--- src/rtl/noc_pkg.sv ---
// Shared router constants and types for the SA stage.
package noc_pkg;

    localparam int unsigned PORT_NUM            = 5;
    localparam int unsigned VC_NUM              = 4;
    localparam int unsigned VC_SIZE             = $clog2(VC_NUM);
    localparam int unsigned PORT_W              = $clog2(PORT_NUM);
    localparam int unsigned SA_DOWNSTREAM_DEPTH = 8;

    typedef logic [PORT_W-1:0]  port_t;
    typedef logic [VC_SIZE-1:0] vc_t;

    localparam port_t LOCAL = port_t'(0);
    localparam port_t NORTH = port_t'(1);
    localparam port_t EAST  = port_t'(2);
    localparam port_t SOUTH = port_t'(3);
    localparam port_t WEST  = port_t'(4);

endpackage

--- src/rtl/input_block2switch_allocator.sv ---
// Per-VC switch requests from the input blocks and the per-input VC grants back.
interface input_block2switch_allocator;
    import noc_pkg::*;

    logic [VC_NUM-1:0]   switch_request [PORT_NUM];
    port_t               out_port       [PORT_NUM][VC_NUM];
    vc_t                 downstream_vc  [PORT_NUM][VC_NUM];
    vc_t                 vc_sel         [PORT_NUM];
    logic [PORT_NUM-1:0] valid_sel;

    modport switch_allocator (
        input  switch_request, out_port, downstream_vc,
        output vc_sel, valid_sel
    );

    modport input_block (
        output switch_request, out_port, downstream_vc,
        input  vc_sel, valid_sel
    );
endinterface

--- src/rtl/switch_allocator_rr_arbiter.sv ---
// Round-robin arbiter: combinational grant from a rotating priority pointer,
// pointer moves past the winner only when the caller confirms the grant.
module rr_arbiter #(
    parameter  int unsigned N     = 4,
    localparam int unsigned IDX_W = (N > 1) ? $clog2(N) : 1
) (
    input  logic             clk,
    input  logic             rst_n,
    input  logic [N-1:0]     req_i,
    input  logic             upd_i,
    output logic [N-1:0]     gnt_c_o,
    output logic [IDX_W-1:0] idx_c_o,
    output logic             any_c_o
);

    logic [IDX_W-1:0] ptr_q, ptr_d;

    // first requester at or after the pointer, wrapping
    always_comb begin
        int unsigned j;
        j       = 0;
        gnt_c_o = '0;
        idx_c_o = '0;
        any_c_o = 1'b0;
        for (int unsigned k = 0; k < N; k++) begin
            j = (32'(ptr_q) + k) % N;
            if (!any_c_o && req_i[IDX_W'(j)]) begin
                any_c_o              = 1'b1;
                idx_c_o              = IDX_W'(j);
                gnt_c_o[IDX_W'(j)]   = 1'b1;
            end
        end
    end

    always_comb begin
        ptr_d = ptr_q;
        if (upd_i) begin
            ptr_d = (32'(idx_c_o) == N - 1) ? '0 : idx_c_o + IDX_W'(1);
        end
    end

    always_ff @(posedge clk or negedge rst_n) begin
        if (!rst_n) ptr_q <= '0;
        else        ptr_q <= ptr_d;
    end

endmodule

--- src/rtl/switch_allocator_rr.sv ---
// Separable input-first round-robin switch allocator with registered crossbar selects.
// Optional downstream credit tracking enabled by SA_CREDIT_CHECK_EN.
module switch_allocator_rr
    import noc_pkg::*;
#(
    parameter int unsigned DOWNSTREAM_DEPTH = SA_DOWNSTREAM_DEPTH,
    parameter int unsigned CREDIT_W         = $clog2(DOWNSTREAM_DEPTH + 1)
) (
    input  logic                 clk,
    input  logic                 rst_n,
    input_block2switch_allocator.switch_allocator ib_if,
    input  logic [PORT_NUM-1:0]  credit_valid_i,
    input  vc_t                  credit_vc_i [PORT_NUM],
    output port_t                xb_sel_o    [PORT_NUM],
    output logic [PORT_NUM-1:0]  xb_valid_o,
    output logic                 credit_err_o
);

    logic [VC_NUM-1:0]   elig    [PORT_NUM];
    logic [VC_NUM-1:0]   s1_req  [PORT_NUM];
    logic [VC_NUM-1:0]   s1_gnt  [PORT_NUM];
    vc_t                 s1_idx  [PORT_NUM];
    logic [PORT_NUM-1:0] s1_any;
    port_t               cand_port [PORT_NUM];
    logic [PORT_NUM-1:0] s2_req  [PORT_NUM];
    logic [PORT_NUM-1:0] s2_gnt  [PORT_NUM];
    port_t               s2_idx  [PORT_NUM];
    logic [PORT_NUM-1:0] s2_any;
    logic [PORT_NUM-1:0] in_won;

    vc_t                 vc_sel_q   [PORT_NUM];
    vc_t                 vc_sel_d   [PORT_NUM];
    port_t               xb_sel_q   [PORT_NUM];
    port_t               xb_sel_d   [PORT_NUM];
    logic [PORT_NUM-1:0] xb_valid_q, xb_valid_d;

`ifdef SA_CREDIT_CHECK_EN
    logic [CREDIT_W-1:0] cred_q [PORT_NUM][VC_NUM];
    logic [CREDIT_W-1:0] cred_d [PORT_NUM][VC_NUM];
    vc_t                 cand_dvc [PORT_NUM];
    logic                err_q, err_d;

    // a VC is eligible only if its downstream buffer has room
    always_comb begin
        for (int unsigned i = 0; i < PORT_NUM; i++) begin
            for (int unsigned v = 0; v < VC_NUM; v++) begin
                elig[i][v] = 1'b0;
                if (32'(ib_if.out_port[i][v]) < PORT_NUM) begin
                    elig[i][v] = (cred_q[ib_if.out_port[i][v]][ib_if.downstream_vc[i][v]] != '0);
                end
            end
        end
    end

    always_comb begin
        for (int unsigned i = 0; i < PORT_NUM; i++) begin
            cand_dvc[i] = '0;
            for (int unsigned v = 0; v < VC_NUM; v++) begin
                if (s1_gnt[i][v]) cand_dvc[i] = ib_if.downstream_vc[i][v];
            end
        end
    end

    // grant consumes, returned credit restores; both together cancel out
    always_comb begin
        logic inc, dec;
        inc   = 1'b0;
        dec   = 1'b0;
        err_d = err_q;
        for (int unsigned o = 0; o < PORT_NUM; o++) begin
            for (int unsigned d = 0; d < VC_NUM; d++) begin
                cred_d[o][d] = cred_q[o][d];
                dec = 1'b0;
                for (int unsigned i = 0; i < PORT_NUM; i++) begin
                    if (s2_gnt[o][i] && 32'(cand_dvc[i]) == d) dec = 1'b1;
                end
                inc = credit_valid_i[o] && (32'(credit_vc_i[o]) == d);
                if (inc && !dec) begin
                    if (32'(cred_q[o][d]) >= DOWNSTREAM_DEPTH) err_d = 1'b1;
                    else cred_d[o][d] = cred_q[o][d] + CREDIT_W'(1);
                end else if (dec && !inc) begin
                    cred_d[o][d] = cred_q[o][d] - CREDIT_W'(1);
                end
            end
        end
    end

    always_ff @(posedge clk or negedge rst_n) begin
        if (!rst_n) begin
            err_q <= 1'b0;
            for (int unsigned o = 0; o < PORT_NUM; o++) begin
                for (int unsigned d = 0; d < VC_NUM; d++) begin
                    cred_q[o][d] <= CREDIT_W'(DOWNSTREAM_DEPTH);
                end
            end
        end else begin
            err_q  <= err_d;
            cred_q <= cred_d;
        end
    end

    assign credit_err_o = err_q;
`else
    logic                unused_inputs;
    logic [CREDIT_W-1:0] unused_depth;

    always_comb begin
        unused_inputs = ^credit_valid_i;
        for (int unsigned p = 0; p < PORT_NUM; p++) begin
            elig[p]        = '1;
            unused_inputs ^= ^credit_vc_i[p];
            for (int unsigned v = 0; v < VC_NUM; v++) begin
                unused_inputs ^= ^ib_if.downstream_vc[p][v];
            end
        end
    end

    assign unused_depth = CREDIT_W'(DOWNSTREAM_DEPTH);
    assign credit_err_o = 1'b0;
`endif

    // stage 1: one candidate VC per input; requests are ignored while in reset
    always_comb begin
        for (int unsigned i = 0; i < PORT_NUM; i++) begin
            s1_req[i]    = ib_if.switch_request[i] & elig[i] & {VC_NUM{rst_n}};
            cand_port[i] = '0;
            for (int unsigned v = 0; v < VC_NUM; v++) begin
                if (s1_gnt[i][v]) cand_port[i] = ib_if.out_port[i][v];
            end
        end
    end

    for (genvar i = 0; i < PORT_NUM; i++) begin : g_in_arb
        rr_arbiter #(.N(VC_NUM)) u_arb (
            .clk     (clk),
            .rst_n   (rst_n),
            .req_i   (s1_req[i]),
            .upd_i   (in_won[i]),
            .gnt_c_o (s1_gnt[i]),
            .idx_c_o (s1_idx[i]),
            .any_c_o (s1_any[i])
        );
    end

    // stage 2: one winning input per output
    always_comb begin
        for (int unsigned o = 0; o < PORT_NUM; o++) begin
            for (int unsigned i = 0; i < PORT_NUM; i++) begin
                s2_req[o][i] = s1_any[i] && (32'(cand_port[i]) == o);
            end
        end
    end

    for (genvar o = 0; o < PORT_NUM; o++) begin : g_out_arb
        rr_arbiter #(.N(PORT_NUM)) u_arb (
            .clk     (clk),
            .rst_n   (rst_n),
            .req_i   (s2_req[o]),
            .upd_i   (s2_any[o]),
            .gnt_c_o (s2_gnt[o]),
            .idx_c_o (s2_idx[o]),
            .any_c_o (s2_any[o])
        );
    end

    always_comb begin
        in_won = '0;
        for (int unsigned o = 0; o < PORT_NUM; o++) begin
            in_won = in_won | s2_gnt[o];
        end
    end

    // losers keep presenting the last granted VC
    always_comb begin
        for (int unsigned i = 0; i < PORT_NUM; i++) begin
            vc_sel_d[i]     = in_won[i] ? s1_idx[i] : vc_sel_q[i];
            ib_if.vc_sel[i] = vc_sel_d[i];
        end
        ib_if.valid_sel = in_won;
        for (int unsigned o = 0; o < PORT_NUM; o++) begin
            xb_sel_d[o] = s2_any[o] ? s2_idx[o] : xb_sel_q[o];
        end
        xb_valid_d = s2_any;
    end

    always_ff @(posedge clk or negedge rst_n) begin
        if (!rst_n) begin
            xb_valid_q <= '0;
            for (int unsigned p = 0; p < PORT_NUM; p++) begin
                vc_sel_q[p] <= '0;
                xb_sel_q[p] <= '0;
            end
        end else begin
            xb_valid_q <= xb_valid_d;
            vc_sel_q   <= vc_sel_d;
            xb_sel_q   <= xb_sel_d;
        end
    end

    assign xb_sel_o   = xb_sel_q;
    assign xb_valid_o = xb_valid_q;

endmodule

--- src/flat_wrapper.sv ---
// flat-port wrapper written by rule: the top's interface ports become plain ports
module switch_allocator_rr_flat import noc_pkg::*;
#(
    parameter int unsigned DOWNSTREAM_DEPTH = SA_DOWNSTREAM_DEPTH,
    parameter int unsigned CREDIT_W         = $clog2(DOWNSTREAM_DEPTH + 1)
)
  (clk, rst_n, credit_valid_i, credit_vc_i, xb_sel_o, xb_valid_o, credit_err_o, ib_if_switch_request, ib_if_out_port, ib_if_downstream_vc, ib_if_vc_sel, ib_if_valid_sel);
  input_block2switch_allocator ib_if_i ();
  input  logic clk;
  input  logic rst_n;
  input  logic [PORT_NUM-1:0] credit_valid_i;
  input  vc_t credit_vc_i[PORT_NUM];
  output port_t xb_sel_o[PORT_NUM];
  output logic [PORT_NUM-1:0] xb_valid_o;
  output logic credit_err_o;
  input wire logic [$bits(ib_if_i.switch_request)-1:0] ib_if_switch_request;
  input wire logic [$bits(ib_if_i.out_port)-1:0] ib_if_out_port;
  input wire logic [$bits(ib_if_i.downstream_vc)-1:0] ib_if_downstream_vc;
  output wire logic [$bits(ib_if_i.vc_sel)-1:0] ib_if_vc_sel;
  output wire logic [$bits(ib_if_i.valid_sel)-1:0] ib_if_valid_sel;
  assign ib_if_i.switch_request = {>>{ib_if_switch_request}};
  assign ib_if_i.out_port = {>>{ib_if_out_port}};
  assign ib_if_i.downstream_vc = {>>{ib_if_downstream_vc}};
  assign ib_if_vc_sel = {>>{ib_if_i.vc_sel}};
  assign ib_if_valid_sel = ib_if_i.valid_sel;
  switch_allocator_rr #(.DOWNSTREAM_DEPTH(DOWNSTREAM_DEPTH), .CREDIT_W(CREDIT_W)) u_core (.clk(clk), .rst_n(rst_n), .ib_if(ib_if_i), .credit_valid_i(credit_valid_i), .credit_vc_i(credit_vc_i), .xb_sel_o(xb_sel_o), .xb_valid_o(xb_valid_o), .credit_err_o(credit_err_o));
endmodule
--- config.mk ---
export PLATFORM = sky130hd
export DESIGN_NAME = switch_allocator_rr_flat
export DESIGN_NICKNAME = d
export VERILOG_FILES = /design/src/rtl/noc_pkg.sv /design/src/rtl/input_block2switch_allocator.sv /design/src/rtl/switch_allocator_rr_arbiter.sv /design/src/rtl/switch_allocator_rr.sv /design/src/flat_wrapper.sv
export SDC_FILE = /design/constraint.sdc
export NUM_CORES = 1
export LEC_CHECK = 0
export ABC_AREA = 1
export CORE_ASPECT_RATIO = 0.8
export CORE_MARGIN = 4
export CORE_UTILIZATION = 35
export CTS_CLUSTER_SIZE = 30
export DETAILED_ROUTE_END_ITERATION = 10
export GPL_ROUTABILITY_DRIVEN = 1
export HOLD_SLACK_MARGIN = 0.08
export PLACE_DENSITY_LB_ADDON = 0.1
export SETUP_SLACK_MARGIN = 0.5
export SLEW_MARGIN = 15
export SYNTH_ARGS = -nofsm -noshare
export SYNTH_HDL_FRONTEND = slang
export SYNTH_SLANG_ARGS = --single-unit
--- constraint.sdc ---
create_clock -name clk -period 4.8 [get_ports clk]
set_clock_uncertainty 0.1 [all_clocks]
set_input_delay 0.72 -clock clk [delete_from_list [all_inputs] [get_ports clk]]
set_output_delay 0.72 -clock clk [all_outputs]
set_load 0.005 [all_outputs]
==> results of run 1 <==
[timing repair]
action | 4_1_cts | 5_1_grt
pin swaps | 127 | 176
buffers inserted | 96 | 60
cloned | 1 | 3
setup endpoints to repair | 52 | 65
gates resized for setup | 373 | 359
[worst max-delay path: cells and delay by family, from the launching register on]
| kind | cells | cell delay, ps |
|---|---|---|
| and+or+nand+nor | 13 | 1510 |
| xor gates and xnor gates | 2 | 370 |
| AOI/OAI and AO/OA | 3 | 300 |
| adders and majority gates | 4 | 710 |
| buffers and inverters | 12 | 920 |
| DFF | 1 | 460 |
[final timing paths]
path | slack, ps | endpoint | start | cells after the start
worst max register to register | -340 | u_core.g_out_arb[2].u_arb.ptr_q[2] | u_core.g_out_arb[2].u_arb.ptr_q[0] | 40
worst min register to register | 390 | u_core.xb_sel_o[5] | u_core.xb_sel_o[5] | 1
worst min-delay path | 390 | u_core.xb_sel_o[5] | u_core.xb_sel_o[5] | 1
min in group asynchronous | 410 | u_core.g_out_arb[0].u_arb.ptr_q[0] | rst_n | 3
max in group asynchronous | 3810 | u_core.g_out_arb[4].u_arb.ptr_q[2] | rst_n | 3
worst max-delay path | -630 | ib_if_vc_sel[6] | u_core.g_out_arb[1].u_arb.ptr_q[0] | 34
[metrics by stage]
stage               instance area [um2]  std cells
global placement                  19600       3500
floorplan                         13800       2362
finish                            23500       3668
global route                      23500       3667
CTS                               21500       3604
detailed placement                19600       3500
[area by class of cell]
class	count	area, um2
Clock inverter	1	30.0
Multi-Input combinational cell	1909	12900
Fill cell	3330	13900
Inverter	368	1430
Antenna cell	1	2.50
Clock buffer	6	129
Sequential cell	55	1380
Tap cell	487	609
Timing Repair Buffer	841	7020
[cells in the final DEF, fill, tap and decap left out, drive strengths merged, types with 18 or more instances in the layout]
cell type / synthesis / final
a21oi: 77 / 77
buf: 23 / 738
clkdlybuf4s50: 0 / 80
dfrtp: 55 / 55
ha: 145 / 145
inv: 363 / 363
nand2: 728 / 728
nand3: 290 / 290
nand4: 71 / 71
nor2: 310 / 310
nor3: 20 / 20
o21ai: 126 / 126
o22ai: 18 / 18
xor2: 51 / 51
[kinds of logic after synthesis]
| group | Yosys count | synth area share |
|---|---|---|
| compound gates | 265 | 0.113 |
| xor+xnor | 57 | 0.0377 |
| fa+ha+maj | 145 | 0.135 |
| buf+inv | 398 | 0.119 |
| flops | 55 | 0.102 |
| other cells | 1 | 0.000279 |
| simple gates | 1441 | 0.492 |
[metal layers]
metal / routed length [um] / up-vias / share of wire / track usage
li1: - / 9224 / - / -
met1: 26000 / 8627 / 0.46 / 0.350
met2: 26900 / 470 / 0.47 / 0.426
met3: 2730 / 86 / 0.048 / 0.0224
met4: 1240 / 0 / 0.022 / 0.0457
met5: 0 / - / 0 / 0
[state kept, by name, indices dropped and copies added (netlist names), named ones only]
name	count
u_core.xb_sel_o	15
u_core.g_out_arb.u_arb.ptr_q	15
u_core.g_in_arb.u_arb.ptr_q	5
u_core.vc_sel_q	10
u_core.xb_valid_o	5
==> flow_results.org, run 1 <==
** Worst setup path
- The worst setup path is of the register to primary output kind.
- Data arrival time of the critical path :: between 4000 and 5000 ps
- Critical Path Slowest Stage Cell :: dfrtp_2
- Setup crit start kind :: register
- Biggest cell delay along the critical path :: 460 ps
- Of all nets on the critical path, the largest fanout is 5.
- The most numerous cell type found on the critical path is inv_2.
- At the worst endpoint, the required time is 3980 ps.
- STA classifies the critical path endpoint as a primary output.

** CTS
- At the later pin of the worst-skew pair, clock insertion delay measures between 300 and 400 ps.
- Clock tree from TritonCTS :: yes
- Counting every sink on the clock net gives between 50 and 60.
- Clock tree synthesis selected as its root buffer the cell clkbuf_16.
- In this run the number of H-tree levels came out at 2.
- Cts bufs inserted :: 5
- Buffers inserted to repair hold after CTS numbered 0.
- Clock slew at reported path FFs :: approximately 90 ps
- The clock passes through at most 2 buffers.

** Routing
- In this run, the number of DRC markers left after iteration 0 of detailed routing was around 1.3k.
- Before antenna repair, the detailed router went through 6 iterations.
- Antenna-violating nets left :: 0
- Total length of routed wires :: between 50000 and 60000 um
- After detailed routing, the number of vias per cell comes to ~5.0.
- The routed layout has about 18k vias.
- In the final routed layout, each cell accounts on average for between 15 and 20 um.
- For this run, design rule violations remaining after detail routing come to 0.

** Timing
- Number of hold-slack violations in the final timing report :: 0
- F_max :: between 150 and 200 MHz
- Final sum of negative setup slack :: -9610 ps
- Setup violation total in the final timing report :: 19
- Measured against its own limit, the worst slew margin works out to 0.604.
- The number of slew-limit violations in the final report was 0.
- Period utilisation layout :: 1.13
- Across all setup checks in the final design, the least slack found is -632 ps.
- Fin Hold WS :: ~390 ps
- For the pin with the worst max-slew slack, the measured transition is between 500 and 600 ps.
- Setup repair after global routing could not meet its margin everywhere.
- The routed design could run at a clock period as short as approximately 5400 ps.

** Placement
- At the placement stage, the worst setup path has a slack of -1080 ps.
- Number of port buffers :: around 120
- The wire-length estimate of the detail-placed layout is 43200 um.
- The congestion estimate from routability-driven global placement came to around 0.96.

** Floorplanning
- Floorplan die width :: about 230 um
- Number of standard-cell rows in the floorplan :: 63
- After floorplanning, the core was sized to cover around 0.037 mm2.
- Vertical die dimension :: 183 um
- Total die area :: roughly 0.042 mm2
- Initial standard-cell utilization of the core :: 0.359
- Count of pins on the block boundary :: 173

** Synth
- Register area share after synthesis :: 0.102
- Most frequent cell after synthesis :: nand2_1
- Counting every instance in the synthesized netlist gives roughly 2.4k.
- The synthesized netlist contains between 50 and 60 unique library cells.
- Counting every net in the synthesized netlist gives around 2.6k.
- Leading post-synthesis cells by instance count :: 668 x nand2_1, 332 x inv_1, 269 x nor2_1, 264 x nand3_1, 145 x ha_1
- Dominant cells by area after synthesis :: nand2_1 19%, ha_1 14%, dfrtp_1 10%
- Count of warnings emitted by yosys :: 0
- Mean cell area of the mapped netlist :: ~5.7 um2
- Of the post-synthesis cell area, the dominant cell type holds 0.187.
- Share of flip-flops with an asynchronous set or reset :: 1.00
- Counting flops with a built-in enable in the synthesized netlist gives 0.
- The most used flip-flop cell after synthesis is dfrtp_1.
- Register bit count reported by yosys :: 55
- Leading area contributor after synthesis :: nand2_1
- Cell Area, Synth :: 0.0134 mm2

** GRT
- Vias in the first global route :: approximately 17k
- The first global-routing pass estimated around 86000 um of wire.
- Largest net degree at the start of global routing :: 23
- Grt total ovfl :: 0
- The initial antenna violation count was 1.
- Total GRT Usage :: 0.250

** Run
- Across the run, the number of max-cap violations was 0.

** Finish
- Compared with the post-synthesis result, the final layout area differs by 74.9%.
- Share of the core filled with cells in the final layout :: 0.628
- In the final layout, the share of cells above drive strength 1 is 0.439.
- For this run, the post-layout net count is 3462.

** Run status
- Run status :: finished with violations
- The checks that failed: negative setup slack.

** Hold path
- Type of the worst min-delay path :: register to register
Power of run 1 is not shown: default switching activity piles up to over one toggle a cycle in this logic, so the estimate is an artifact.
==> run 2: changes to the inputs <==
==> constraint.sdc (replaced) <==
create_clock -name clk -period 5.22 [get_ports clk]
set_clock_uncertainty 0.1 [all_clocks]
set_input_delay 0.783 -clock clk [delete_from_list [all_inputs] [get_ports clk]]
set_output_delay 0.783 -clock clk [all_outputs]
set_load 0.005 [all_outputs]
==> run 2 against run 1 <==
Critical path depth increased by 1. Highest routed layer unchanged. Sequential share of layout area up 0.52 points. Via count shrank 4.1%. Register-to-register slack improved by 700 ps. Utilization down 5.2 points. Critical endpoint unchanged. The flow still finishes with violations (negative setup slack).
==> flow_results.org, run 2 (synthesis results as in run 1) <==
** Worst setup path
- Setup crit start kind :: register
- In this run the number of cells on the critical path is 35.
- Source of the worst register-to-register timing path :: u_core.g_out_arb[4].u_arb.ptr_q[0]
- Type of the setup path with the least slack :: register to primary output
- Worst Path Required :: ~4300 ps
- Among cell families on the critical path, the largest total delay comes from simple AND/OR/NAND/NOR gates.
- The setup check on the worst reg-to-reg path leaves a slack of ~360 ps.
- The most critical setup path has its startpoint at u_core.g_out_arb[1].u_arb.ptr_q[0].
- Worst R2R End :: u_core.g_out_arb[4].u_arb.ptr_q[2]
- Data arrives at the worst endpoint at ~4600 ps.
- Cell depth of the worst flop-to-flop path :: 38
- Together, buffers and inverters on the worst path number 12.
- Critical path endpoint category :: primary output
- The largest single stage delay on the critical path is about 450 ps.
- Critical Path Slowest Stage Cell :: dfrtp_2
- Crit path max fanout :: 5

** GRT
- The initial antenna violation count was 0.
- The total overflow left after global routing is 0.
- Total GRT Usage :: 0.246
- Largest net degree at the start of global routing :: 26
- Vias in the first global route :: ~17k
- The first global-routing pass estimated approximately 84000 um of wire.

** Timing
- The number of slew-limit violations in the final report came to 0.
- For the pin with the worst max-slew slack, the measured transition is between 700 and 800 ps.
- Period utilisation layout :: 1.06
- Setup violations remaining at the end of the flow were counted as 15.
- F_max :: approximately 180 MHz
- Number of hold-slack violations in the final timing report :: 0
- Headroom to the max-slew limit :: 0.520
- Setup repair after global routing could not meet its margin everywhere.
- Fin Hold WS :: between 300 and 400 ps
- The routed design could run at a clock period as short as roughly 5500 ps.
- Worst Slack Setup Final :: -300 ps

** Finish
- The top cell types in the final layout, fill and taps aside, are 580 x nand2_1, 535 x buf_4, 298 x inv_1.
- Antenna fix cells :: 0
- Area of the multi-input gates :: 0.0122 mm2
- Most common cell after layout, fill and taps aside :: nand2_1
- Filler cell count in the final layout :: about 3.6k
- The finished cells cover between 0.02 and 0.025 mm2.
- The sequential cells in the finished layout cover a total of roughly 0.0014 mm2.
- At the end of the flow the core is filled with cells to 0.575.
- Total Nets Final :: 3330
- P&R area growth vs syn :: 60.4%
- Of the cells placed in the final design, the portion with a size suffix greater than 1 is 0.368.

** Placement
- In this run the tool buffered the top-level ports with approximately 120 buffer cells.
- Once placement finished, the instance area stood at 0.0187 mm2.
- Timing analysis after detailed placement gives a worst setup slack of -659 ps.
- Routability cong. :: approximately 0.94
- Once detailed placement completed, the half-perimeter wirelength came to roughly 42000 um.

** Run status
- The final reports fail on negative setup slack.
- The flow ran to the end, but the final reports show violations.

** Floorplanning
- Initial standard-cell utilization of the core :: 0.359
- Vertical die dimension :: around 180 um
- Number of standard-cell rows in the floorplan :: 63
- Floorplan die width :: approximately 230 um
- For this design the top-level I/O count stands at 173.
- The die covers between 0.04 and 0.05 mm2.
- The core region is roughly 0.037 mm2.

** Routing
- Antenna-violating nets left :: 0
- Total length of routed wires :: 52900 um
- Routed signal wires occupy layers up through met4.
- The first routing iteration left between 1k and 1.5k violations.
- After detailed routing, the met2 layer carries between 20000 and 25000 um of wire.
- WL met1 :: approximately 25000 um
- Before antenna repair, the detailed router went through 6 iterations.
- For this run, design rule violations remaining after detail routing come to 0.
- Dividing the detail-routed wire length by the instance count gives around 15 um.
- Detailed routing placed a total of 2980 um of wire on met3.
- Number of vias in the routed layout :: ~18k
- Via density per instance :: roughly 5

** CTS
- CTS Buffer Depth :: 2
- Clock Latency Late Sink :: 330 ps
- Clock slew at reported path FFs :: ~80 ps
- For this design, the sink count on the clock tree is between 50 and 60.
- Clock tree from TritonCTS :: yes
- Cell at the root of the clock tree :: clkbuf_16
- The H-tree was split into 2 levels.
- TritonCTS created 5 clock buffers.

** Hold path
- In this run the worst hold path is classified as primary input to asynchronous set/reset pin.

** Run
- Max-cap violations in this run came to 0.
## run 2: changes by cell type in the layout (fill, tap and decap cells not counted), sizes merged, moves of 2 or more
cell          change
buf             -129
clkbuf            -4
clkinvlp          +2
dlygate4sd2       +3
dlymetal6s2s      -4
## run 2: worst reg2reg max path, delay by kind of cell, from the launching register on
| family | cells | cell delay [ps] |
|---|---|---|
| buffers and inverters | 21 | 1980 |
| xor gates and xnor gates | 2 | 420 |
| DFF | 1 | 410 |
| AOI/OAI and AO/OA | 1 | 70 |
| adders and majority gates | 4 | 790 |
| and+or+nand+nor | 10 | 990 |
## run 2: how the worst max path moves through the flow
stage and to:
5_1_grt ib_if_vc_sel[7], 6_report ib_if_vc_sel[6], 4_1_cts ib_if_vc_sel[6], 3_3_place_gp ib_if_vc_sel[9], 3_5_place_dp ib_if_vc_sel[2], 2_1_floorplan ib_if_vc_sel[4]
## run 2: stage by stage
| step | instances | setup TNS [ps] |
|---|---|---|
| after floorplan | 2362 | 0 |
| after global placement | 3396 | -8540 |
| after detailed placement | 3396 | -8970 |
| after CTS | 3503 | -1830 |
| after global routing | 3536 | -6860 |
| final | 3536 | -3170 |
## run 2: repair_timing
item,CTS,global route
resized for setup,359,178
pin swaps,127,81
endpoints found under the setup margin,20,48
hold buffers,0,0
setup buffers,99,33
## run 2: final cells by class
type                            count  area share
Clock inverter                      3    0.000929
Timing Repair Buffer              709       0.271
Multi-Input combinational cell   1909       0.564
Clock buffer                        5     0.00581
Sequential cell                    55      0.0640
Inverter                          368      0.0656
Tap cell                          487      0.0283
## run 2: routing by layer
layer,global-route usage,vias up
li1,-,8966
met1,0.349,8156
met2,0.397,459
met3,0.0390,74
met4,0.0515,0
met5,0,-
Power of run 2 is left out for the same reason.
==> RTL edit, RTL diff (settings of run 1) <==
`PORT_NUM`: 5 -> 6.
--- a/src/rtl/noc_pkg.sv
+++ b/src/rtl/noc_pkg.sv
@@ -3,3 +3,3 @@
 
-    localparam int unsigned PORT_NUM            = 5;
+    localparam int unsigned PORT_NUM            = 6;
     localparam int unsigned VC_NUM              = 4;
Ports: changed (9 resized); port bits go from 173 to 207. No check against the original RTL was run, so the function may have changed too.
==> RTL edit against run 1 <==
- the flow still finishes with violations (negative setup slack)
- design area increased by 3.2%
- fmax grew 1.8%
- synthesized area increased by 5.7%
- setup slack gained 0.098 ns
- sequential cell count rose by 11
- wire length grew 18%
- critical path depth up 2
- utilization down 1.8 points
- worst hold slack got worse by 0.18 ns
Power is left out: the tool's default activity adds up to more than one toggle a clock period on the data nets, which glitch-free logic cannot reach.
==> RTL edit: results <==
metrics = {
    "drt": {
        "routed-wl-met2_um": 30100,
        "wl_met3_um": 5110,
        "vias": 19994,
        "wl_per_cell_um": 17.3,
        "routed.top_layer": "met5",
        "drt_first_iter_violations": 1660,
        "drt_first_pass_iters": 5,
    },
    "placed_design": {
        "dp.cells": 3702,
        "gp_congestion": 1.00,
        "portBuffers": 139,
        "postPlaceCellArea_um2": 20000,
    },
    "clock_tree": {
        "insertion_delay_ns": 0.39,
        "path_clk_slew_ns": 0.06,
        "htreeDepth": 3,
    },
    "global_routing": {
        "grt_pass1_vias": 18818,
        "grt_usage_pct": 28.9,
    },
    "timing": {
        "setup_slack_ns": -0.534,
        "finalSetupViolations": 25,
        "worst_pin_slew_ns": 0.535,
    },
    "critical_path": {
        "path_max_fanout": 7,
        "rr_endpoint": "u_core.g_out_arb[2].u_arb.ptr_q[1]",
        "critPathArrivalTime_ns": 4.51,
        "slowest_delay_ns": 0.19,
    },
    "logic_synthesis": {
        "synth_compound_gate_area_share_pct": 10.4,
        "yosysSeqAreaShare_pct": 11.6,
        "synth.area.top_cells": "nand2_1, nand3_1, dfrtp_1, ha_1, inv_1",
        "synth_cell_types": 54,
        "synth_common_cells": "nand2_1, nand3_1, inv_1",
    },
    "outcome": {
        "status": "finished with violations",
        "violations": "negative setup slack",
    },
    "layout": {
        "antenna_cells": 0,
        "fillerInstances": 3793,
    },
}
RTL edit: cell count changes after synthesis, sizes merged, moves of 13 or more:
cell and delta:
nand2 +127, xor2 -28, inv -13, ha -38, nand4 +14, nand3 +114
RTL edit: area by class of cell:
class,instances,area (um^2),share of cell area [%]
clock buffers,11,233,0.960
clock inverters,5,78.8,0.325
inverters,356,1380,5.70
multi-input cells,2085,13300,55.0
flip-flops and latches,66,1650,6.82
well taps,536,671,2.77
repair buffers,800,6880,28.4
RTL edit: worst min-delay path by stage:
stage	slack, ns	to	from
2_1_floorplan	0.32	asynchronous set/reset pin	rst_n
3_3_place_gp	0.36	u_core.vc_sel_q[9]	u_core.vc_sel_q[9]
3_5_place_dp	0.36	u_core.vc_sel_q[10]	u_core.vc_sel_q[10]
4_1_cts	0.18	u_core.vc_sel_q[2]	rst_n
5_1_grt	0.19	u_core.vc_sel_q[9]	rst_n
6_report	0.21	u_core.vc_sel_q[2]	rst_n
RTL edit: layer usage:
| layer | vias up | GRT usage [%] |
|---|---|---|
| li1 | 9832 | - |
| met3 | 91 | 4.75 |
| met4 | 2 | 6.57 |
| met5 | - | 0 |
| met2 | 711 | 45.6 |
| met1 | 9358 | 41.2 |
RTL edit: stage by stage:
| step | hold slack, ns | TNS, ns |
|---|---|---|
| 3_3_place_gp | 0.359 | -21.77 |
| 3_5_place_dp | 0.357 | -22.03 |
| 2_1_floorplan | 0.324 | 0 |
| 4_1_cts | 0.178 | -7.31 |
| 5_1_grt | 0.192 | -14.84 |
| 6_report | 0.211 | -9.82 |
RTL edit: worst max-delay path, delay by kind of cell:
kind,cells,cell delay [ns]
AOI/OAI and AO/OA,4,0.50
buffers and inverters,8,1.12
and+or+nand+nor,24,2.11
